--- src/rtl/ahb_pkg.sv ---
// Shared types and encodings for the AHB-lite N-slave decoder.
//   ds_state_e     : default-slave error FSM states
//   HRESP_*        : response encodings
//   DSEL_*         : data-phase owner encoding (0..15 = slave index, DEF, NONE)
package ahb_pkg;

  typedef enum logic [1:0] {
    DS_IDLE = 2'd0,
    DS_ERR1 = 2'd1,
    DS_ERR2 = 2'd2
  } ds_state_e;

  localparam logic HRESP_OKAY  = 1'b0;
  localparam logic HRESP_ERROR = 1'b1;

  // Owner codes: values below DSEL_DEF are slave indices (NUM_SLV <= 16).
  localparam int unsigned       DSEL_W    = 5;
  localparam logic [DSEL_W-1:0] DSEL_DEF  = 5'd16;
  localparam logic [DSEL_W-1:0] DSEL_NONE = 5'd17;

endpackage

--- src/rtl/ahb_default_slave.sv ---
// Internal default slave: answers unmapped (or aborted) transfers with a
// two-cycle AHB ERROR response.
// Ports:
//   clk, rstn : clock, asynchronous active-low reset
//   start     : enter the error sequence from idle
//   restart   : re-enter the error sequence from the second error cycle
//   hready    : registered hreadyout of the default slave
//   hresp     : registered response of the default slave
module ahb_default_slave
  import ahb_pkg::*;
(
  input  logic clk,
  input  logic rstn,
  input  logic start,
  input  logic restart,
  output logic hready,
  output logic hresp
);

  ds_state_e state;

  // Error FSM with registered outputs: ERR1 stalls with ERROR, ERR2 completes it.
  always_ff @(posedge clk or negedge rstn) begin
    if (!rstn) begin
      state  <= DS_IDLE;
      hready <= 1'b1;
      hresp  <= HRESP_OKAY;
    end else begin
      case (state)
        DS_IDLE: begin
          if (start) begin
            state  <= DS_ERR1;
            hready <= 1'b0;
            hresp  <= HRESP_ERROR;
          end
        end
        DS_ERR1: begin
          state  <= DS_ERR2;
          hready <= 1'b1;
          hresp  <= HRESP_ERROR;
        end
        DS_ERR2: begin
          if (restart) begin
            state  <= DS_ERR1;
            hready <= 1'b0;
            hresp  <= HRESP_ERROR;
          end else begin
            state  <= DS_IDLE;
            hready <= 1'b1;
            hresp  <= HRESP_OKAY;
          end
        end
        default: begin
          state  <= DS_IDLE;
          hready <= 1'b1;
          hresp  <= HRESP_OKAY;
        end
      endcase
    end
  end

endmodule

--- src/rtl/ahb_lite_decoder_n.sv ---
// Single-master AHB-lite fabric for NUM_SLV slaves: base/mask address decode
// with lowest-index priority, one-hot selects, registered data-phase owner,
// read-data/response mux and an internal ERROR default slave.
// Optional macro AHB_DEC_TIMEOUT_EN: aborts a slave that stalls for
// TIMEOUT_CYC cycles, blocks it until reset and pulses to_evt.
// Ports:
//   clk, rstn                       : clock, asynchronous active-low reset
//   m_haddr/m_haddr_ctrl/m_hwrite   : master address phase
//   m_hwdata                        : master write data
//   m_hready/m_hresp/m_hrdata       : data-phase response to master
//   s_haddr/s_haddr_ctrl/s_hwrite/
//   s_hwdata/s_hready_in            : broadcast to slaves
//   s_hsel                          : one-hot slave select
//   s_hready/s_hresp/s_hrdata       : per-slave responses (packed)
//   to_evt                          : one-cycle pulse on a timeout abort
module ahb_lite_decoder_n
  import ahb_pkg::*;
#(
  parameter int unsigned               NUM_SLV     = 4,
  parameter int unsigned               ADDR_W      = 32,
  parameter int unsigned               DATA_W      = 32,
  parameter logic [NUM_SLV*ADDR_W-1:0] SLV_BASE    = '0,
  parameter logic [NUM_SLV*ADDR_W-1:0] SLV_MASK    = '0,
  parameter int unsigned               TIMEOUT_CYC = 256
) (
  input  logic                      clk,
  input  logic                      rstn,
  input  logic [ADDR_W-1:0]         m_haddr,
  input  logic                      m_haddr_ctrl,
  input  logic                      m_hwrite,
  input  logic [DATA_W-1:0]         m_hwdata,
  output logic                      m_hready,
  output logic                      m_hresp,
  output logic [DATA_W-1:0]         m_hrdata,
  output logic [ADDR_W-1:0]         s_haddr,
  output logic                      s_haddr_ctrl,
  output logic                      s_hwrite,
  output logic [DATA_W-1:0]         s_hwdata,
  output logic                      s_hready_in,
  output logic [NUM_SLV-1:0]        s_hsel,
  input  logic [NUM_SLV-1:0]        s_hready,
  input  logic [NUM_SLV-1:0]        s_hresp,
  input  logic [NUM_SLV*DATA_W-1:0] s_hrdata,
  output logic                      to_evt
);

  logic [NUM_SLV-1:0] blocked;
  logic [NUM_SLV-1:0] hit_vec;
  logic [NUM_SLV-1:0] win_vec;
  logic               hit;
  logic [DSEL_W-1:0]  hit_idx;
  logic [DSEL_W-1:0]  dsel;
  logic               def_accept;
  logic               abort;
  logic               ds_hready;
  logic               ds_hresp;

  // Per-slave address match, excluding slaves blocked by a timeout abort.
  always_comb begin
    hit_vec = '0;
    for (int i = 0; i < NUM_SLV; i++) begin
      hit_vec[i] = ((m_haddr & SLV_MASK[i*ADDR_W +: ADDR_W]) == SLV_BASE[i*ADDR_W +: ADDR_W])
                   && !blocked[i];
    end
  end

  // Priority pick: scanning downward leaves the lowest matching index last.
  always_comb begin
    win_vec = '0;
    hit_idx = DSEL_NONE;
    hit     = 1'b0;
    for (int i = NUM_SLV - 1; i >= 0; i--) begin
      if (hit_vec[i]) begin
        win_vec    = '0;
        win_vec[i] = 1'b1;
        hit_idx    = DSEL_W'(i);
        hit        = 1'b1;
      end
    end
  end

  assign s_hsel       = m_haddr_ctrl ? win_vec : '0;
  assign s_haddr      = m_haddr;
  assign s_haddr_ctrl = m_haddr_ctrl;
  assign s_hwrite     = m_hwrite;
  assign s_hwdata     = m_hwdata;
  assign s_hready_in  = m_hready;

  assign def_accept = m_hready && m_haddr_ctrl && !hit;

  // Data-phase owner: captured when the bus is ready, redirected to DEF on abort.
  always_ff @(posedge clk or negedge rstn) begin
    if (!rstn) begin
      dsel <= DSEL_NONE;
    end else if (m_hready) begin
      if (!m_haddr_ctrl) dsel <= DSEL_NONE;
      else if (hit)      dsel <= hit_idx;
      else               dsel <= DSEL_DEF;
    end else if (abort) begin
      dsel <= DSEL_DEF;
    end
  end

  // Response mux; NONE falls through to the idle defaults.
  always_comb begin
    m_hready = 1'b1;
    m_hresp  = HRESP_OKAY;
    m_hrdata = '0;
    if (dsel == DSEL_DEF) begin
      m_hready = ds_hready;
      m_hresp  = ds_hresp;
    end else begin
      for (int i = 0; i < NUM_SLV; i++) begin
        if (dsel == DSEL_W'(i)) begin
          m_hready = s_hready[i];
          m_hresp  = s_hresp[i];
          m_hrdata = s_hrdata[i*DATA_W +: DATA_W];
        end
      end
    end
  end

  ahb_default_slave u_def (
    .clk     (clk),
    .rstn    (rstn),
    .start   (def_accept || abort),
    .restart (def_accept),
    .hready  (ds_hready),
    .hresp   (ds_hresp)
  );

`ifdef AHB_DEC_TIMEOUT_EN
  localparam int unsigned CNT_W = $clog2(TIMEOUT_CYC) + 1;

  logic [CNT_W-1:0] to_cnt;
  logic             stall;

  // A real slave owns the data phase and holds the bus (m_hready mirrors it).
  assign stall = (dsel != DSEL_DEF) && (dsel != DSEL_NONE) && !m_hready;
  assign abort = stall && (to_cnt == CNT_W'(TIMEOUT_CYC - 1));

  // Any owner change implies m_hready was high, so !stall also covers it.
  always_ff @(posedge clk or negedge rstn) begin
    if (!rstn) begin
      to_cnt <= '0;
    end else if (!stall || abort) begin
      to_cnt <= '0;
    end else begin
      to_cnt <= to_cnt + CNT_W'(1);
    end
  end

  // Sticky block of the aborted slave plus event pulse.
  always_ff @(posedge clk or negedge rstn) begin
    if (!rstn) begin
      blocked <= '0;
      to_evt  <= 1'b0;
    end else begin
      to_evt <= abort;
      for (int i = 0; i < NUM_SLV; i++) begin
        if (abort && (dsel == DSEL_W'(i))) blocked[i] <= 1'b1;
      end
    end
  end
`else
  logic unused_timeout;

  assign abort          = 1'b0;
  assign blocked        = '0;
  assign to_evt         = 1'b0;
  assign unused_timeout = ^TIMEOUT_CYC;
`endif

endmodule

--- config.mk ---
export PLATFORM = sky130hd
export DESIGN_NAME = ahb_lite_decoder_n
export DESIGN_NICKNAME = d
export VERILOG_FILES = /design/src/rtl/ahb_pkg.sv /design/src/rtl/ahb_default_slave.sv /design/src/rtl/ahb_lite_decoder_n.sv
export SDC_FILE = /design/constraint.sdc
export NUM_CORES = 1
export LEC_CHECK = 0
export BUFFER_PORTS_ARGS = -buffer_cell sky130_fd_sc_hd__buf_2
export CORE_AREA = 2 2 122 124
export CTS_CLUSTER_DIAMETER = 60
export DETAILED_ROUTE_END_ITERATION = 12
export DIE_AREA = 0 0 124 126
export GPL_TIMING_DRIVEN = 0
export PLACE_DENSITY_LB_ADDON = 0.2
export SLEW_MARGIN = 20
export SYNTH_ARGS = -nofsm -noshare
export SYNTH_HDL_FRONTEND = slang
export SYNTH_SLANG_ARGS = --single-unit
--- constraint.sdc ---
create_clock -name clk -period 2 [get_ports clk]
set_input_delay 0 -clock clk [delete_from_list [all_inputs] [get_ports clk]]
set_output_delay 0 -clock clk [all_outputs]
set_load 0.02 [all_outputs]
==> reports/metrics.yaml <==
yosys:
  synth_warnings: 0
  avgSynthCellArea_um2: 7.284
  synth_cells: 112
  synth.distinct_cells: 9
  synth-edff-count: 0
  yosysTopAreaCell: "buf_4"
  syn_area_um2: 815.8
  yosysMostFrequentCell: "buf_4"
  synth_top_area_share: 0.6626
  ys_seq_area_frac: 0.03221
  synth_common_cells: "buf_4 (72), nor2b_1 (32), buf_2 (2)"
  async_flop_share: 1.000
  yosys-top-cells-area: "buf_4 (66%), nor2b_1 (25%), dfstp_2 (3.2%)"
  synth_ff_type: "dfstp_2"
  ys_ff_latch: 1
sta:
  hold_slack_ps: 216.5
  setup_viol: 0
  hold_viol: 0
  slew_violations: 0
  fin_crit_ps: 1110
  rsz0062_at_grt: "no"
  fmax_mhz: 901.2
  period_share: 0.5548
  clock_skew_ps: 0
  setup_tns_ps: 0
setup_path:
  worstSetupEndpointType: "primary output"
  cp-endpoint: "s_hready_in"
  rrSetupSlack_ps: 1040
  crit_arrival_ps: 1110
  reg2regPathDepth: 2
  startpoint: "dsel[0]"
  path_max_fanout: 10
  crit_type: "reg -> out"
  required_ps: 2000
  reg2reg_to: "dsel[0]"
  rr_startpoint: "dsel[0]"
  worst_setup_path_start_kind: "flop"
grt:
  grt_remaining_overflow: 0
  grt_pass1_vias: 839
  grt_pass1_wl_um: 3732
  antenna_found_initial: 0
  grtUsageTotal: 0.02801
  grt_max_degree: 11
power:
  p_per_area_nw_per_um2: 278.4
  leakage_nw: 1.037
  ir_worst_vdd_mv: 0.1167
  finalPower_mw: 0.4893
placement:
  portBuffers: 138
  hpwl_um: 2746
  gp_congestion: 0.7203
cells_and_area:
  top_regs: "dsel: 1 flops"
  layout-drive-gt1-share: 0.8465
  nets: 460
  antenna_cells: 0
  largest_reg_flops: 1
  regMostFlops: "dsel"
  syn2layout_area_growth_pct: 115.5
route:
  firstDrtPassIters: 4
  drc_errors: 0
  antenna_violating_nets_post_route: 0
  drt_iter0_drc: 7
  vias_per_cell: 2.498
  num_vias: 1094
  wl_per_cell_um: 6.610
  routed_wl_um: 2895
clocking:
  path_clk_slew_ps: 0
  post_cts_buffers: 0
  insertion_delay_ps: 0
job:
  maxCapViolCount: 0
die:
  die_w_um: 124
  die_area_um2: 15620
  core_um2: 14310
  rows: 44
  io_pins: 310
  initial_core_util: 0.05699
  fp.dieH_um: 126
outcome:
  status: "completed"
hold_path:
  min_path_type: "in -> out"
where the power goes:
group	leakage (nW)	internal [mW]	total (mW)	switching (mW)
clock	0	0	0	0
sequential	0.0105	0.0231	0.0266	0.00349
combinational	1.03	0.218	0.463	0.244
how the worst min path moves through the flow:
stage                      startpoint     endpoint  slack (ps)  depth (start not counted)
after floorplan                  rstn      dsel[0]        -150                          0
after global placement           rstn      dsel[0]         -60                          1
after detailed placement         rstn      dsel[0]         -60                          1
after CTS                 m_hwdata[1]  s_hwdata[1]         220                          2
after global routing      m_haddr[26]  s_haddr[26]         220                          2
final                     m_hwdata[6]  s_hwdata[6]         220                          2
per-stage QoR:
step                        util  std cells  worst slack (ps)  area [um^2]
final                     0.1228        438             890.4         1758
after global routing      0.1228        438             801.4         1758
after CTS                 0.1228        438             858.0         1758
after detailed placement  0.1221        437             859.1         1748
after global placement    0.1221        437             858.8         1748
after floorplan                -        115             909.0        827.0
cells in the final DEF (no fill, tap or decap):
| cell type | netlist | routed |
|---|---|---|
| and2b_1 | 1 | 1 |
| buf_2 | 2 | 140 |
| or2_1 | 1 | 1 |
| conb_1 | 1 | 4 |
| dlygate4sd3_1 | 0 | 1 |
| nor2b_1 | 32 | 32 |
| o21ba_2 | 1 | 1 |
| buf_6 | 1 | 1 |
| dfstp_2 | 1 | 1 |
| buf_4 | 72 | 72 |
cells by family after synthesis:
logic type | count (synthesis) | share of synthesized area
other | 1 | 0.004597
buffers and inverters | 75 | 0.6887
and+or+nand+nor | 34 | 0.2623
DFF | 1 | 0.03221
AOI/OAI and AO/OA | 1 | 0.01227
layout make-up:
type	count	area, um^2
Timing Repair Buffer	139	700.7
Buffer	75	561.8
Fill cell	1696	12560
Sequential cell	1	26.28
Tap cell	184	230.2
Multi-Input combinational cell	39	239.0
worst max-delay path: stages, from the launching register on:
cell     delay [ps]
dfstp_2         600
buf_6           160
or2_1           110
buf_4            90
buf_2           150
what timing repair did:
| item | 4_1_cts | 5_1_grt |
|---|---|---|
| gates resized for setup | 0 | 0 |
| endpoints found under the hold margin | 1 | 0 |
| hold buffers | 1 | 0 |
per-layer routing:
layer,vias up,GRT usage,part of all wire
li1,542,-,-
met1,442,0.03494,0.34
met2,110,0.05333,0.48
met3,0,0.004076,0.18
met4,0,0,0
met5,-,0,0
(Power assumes the default switching activity.)
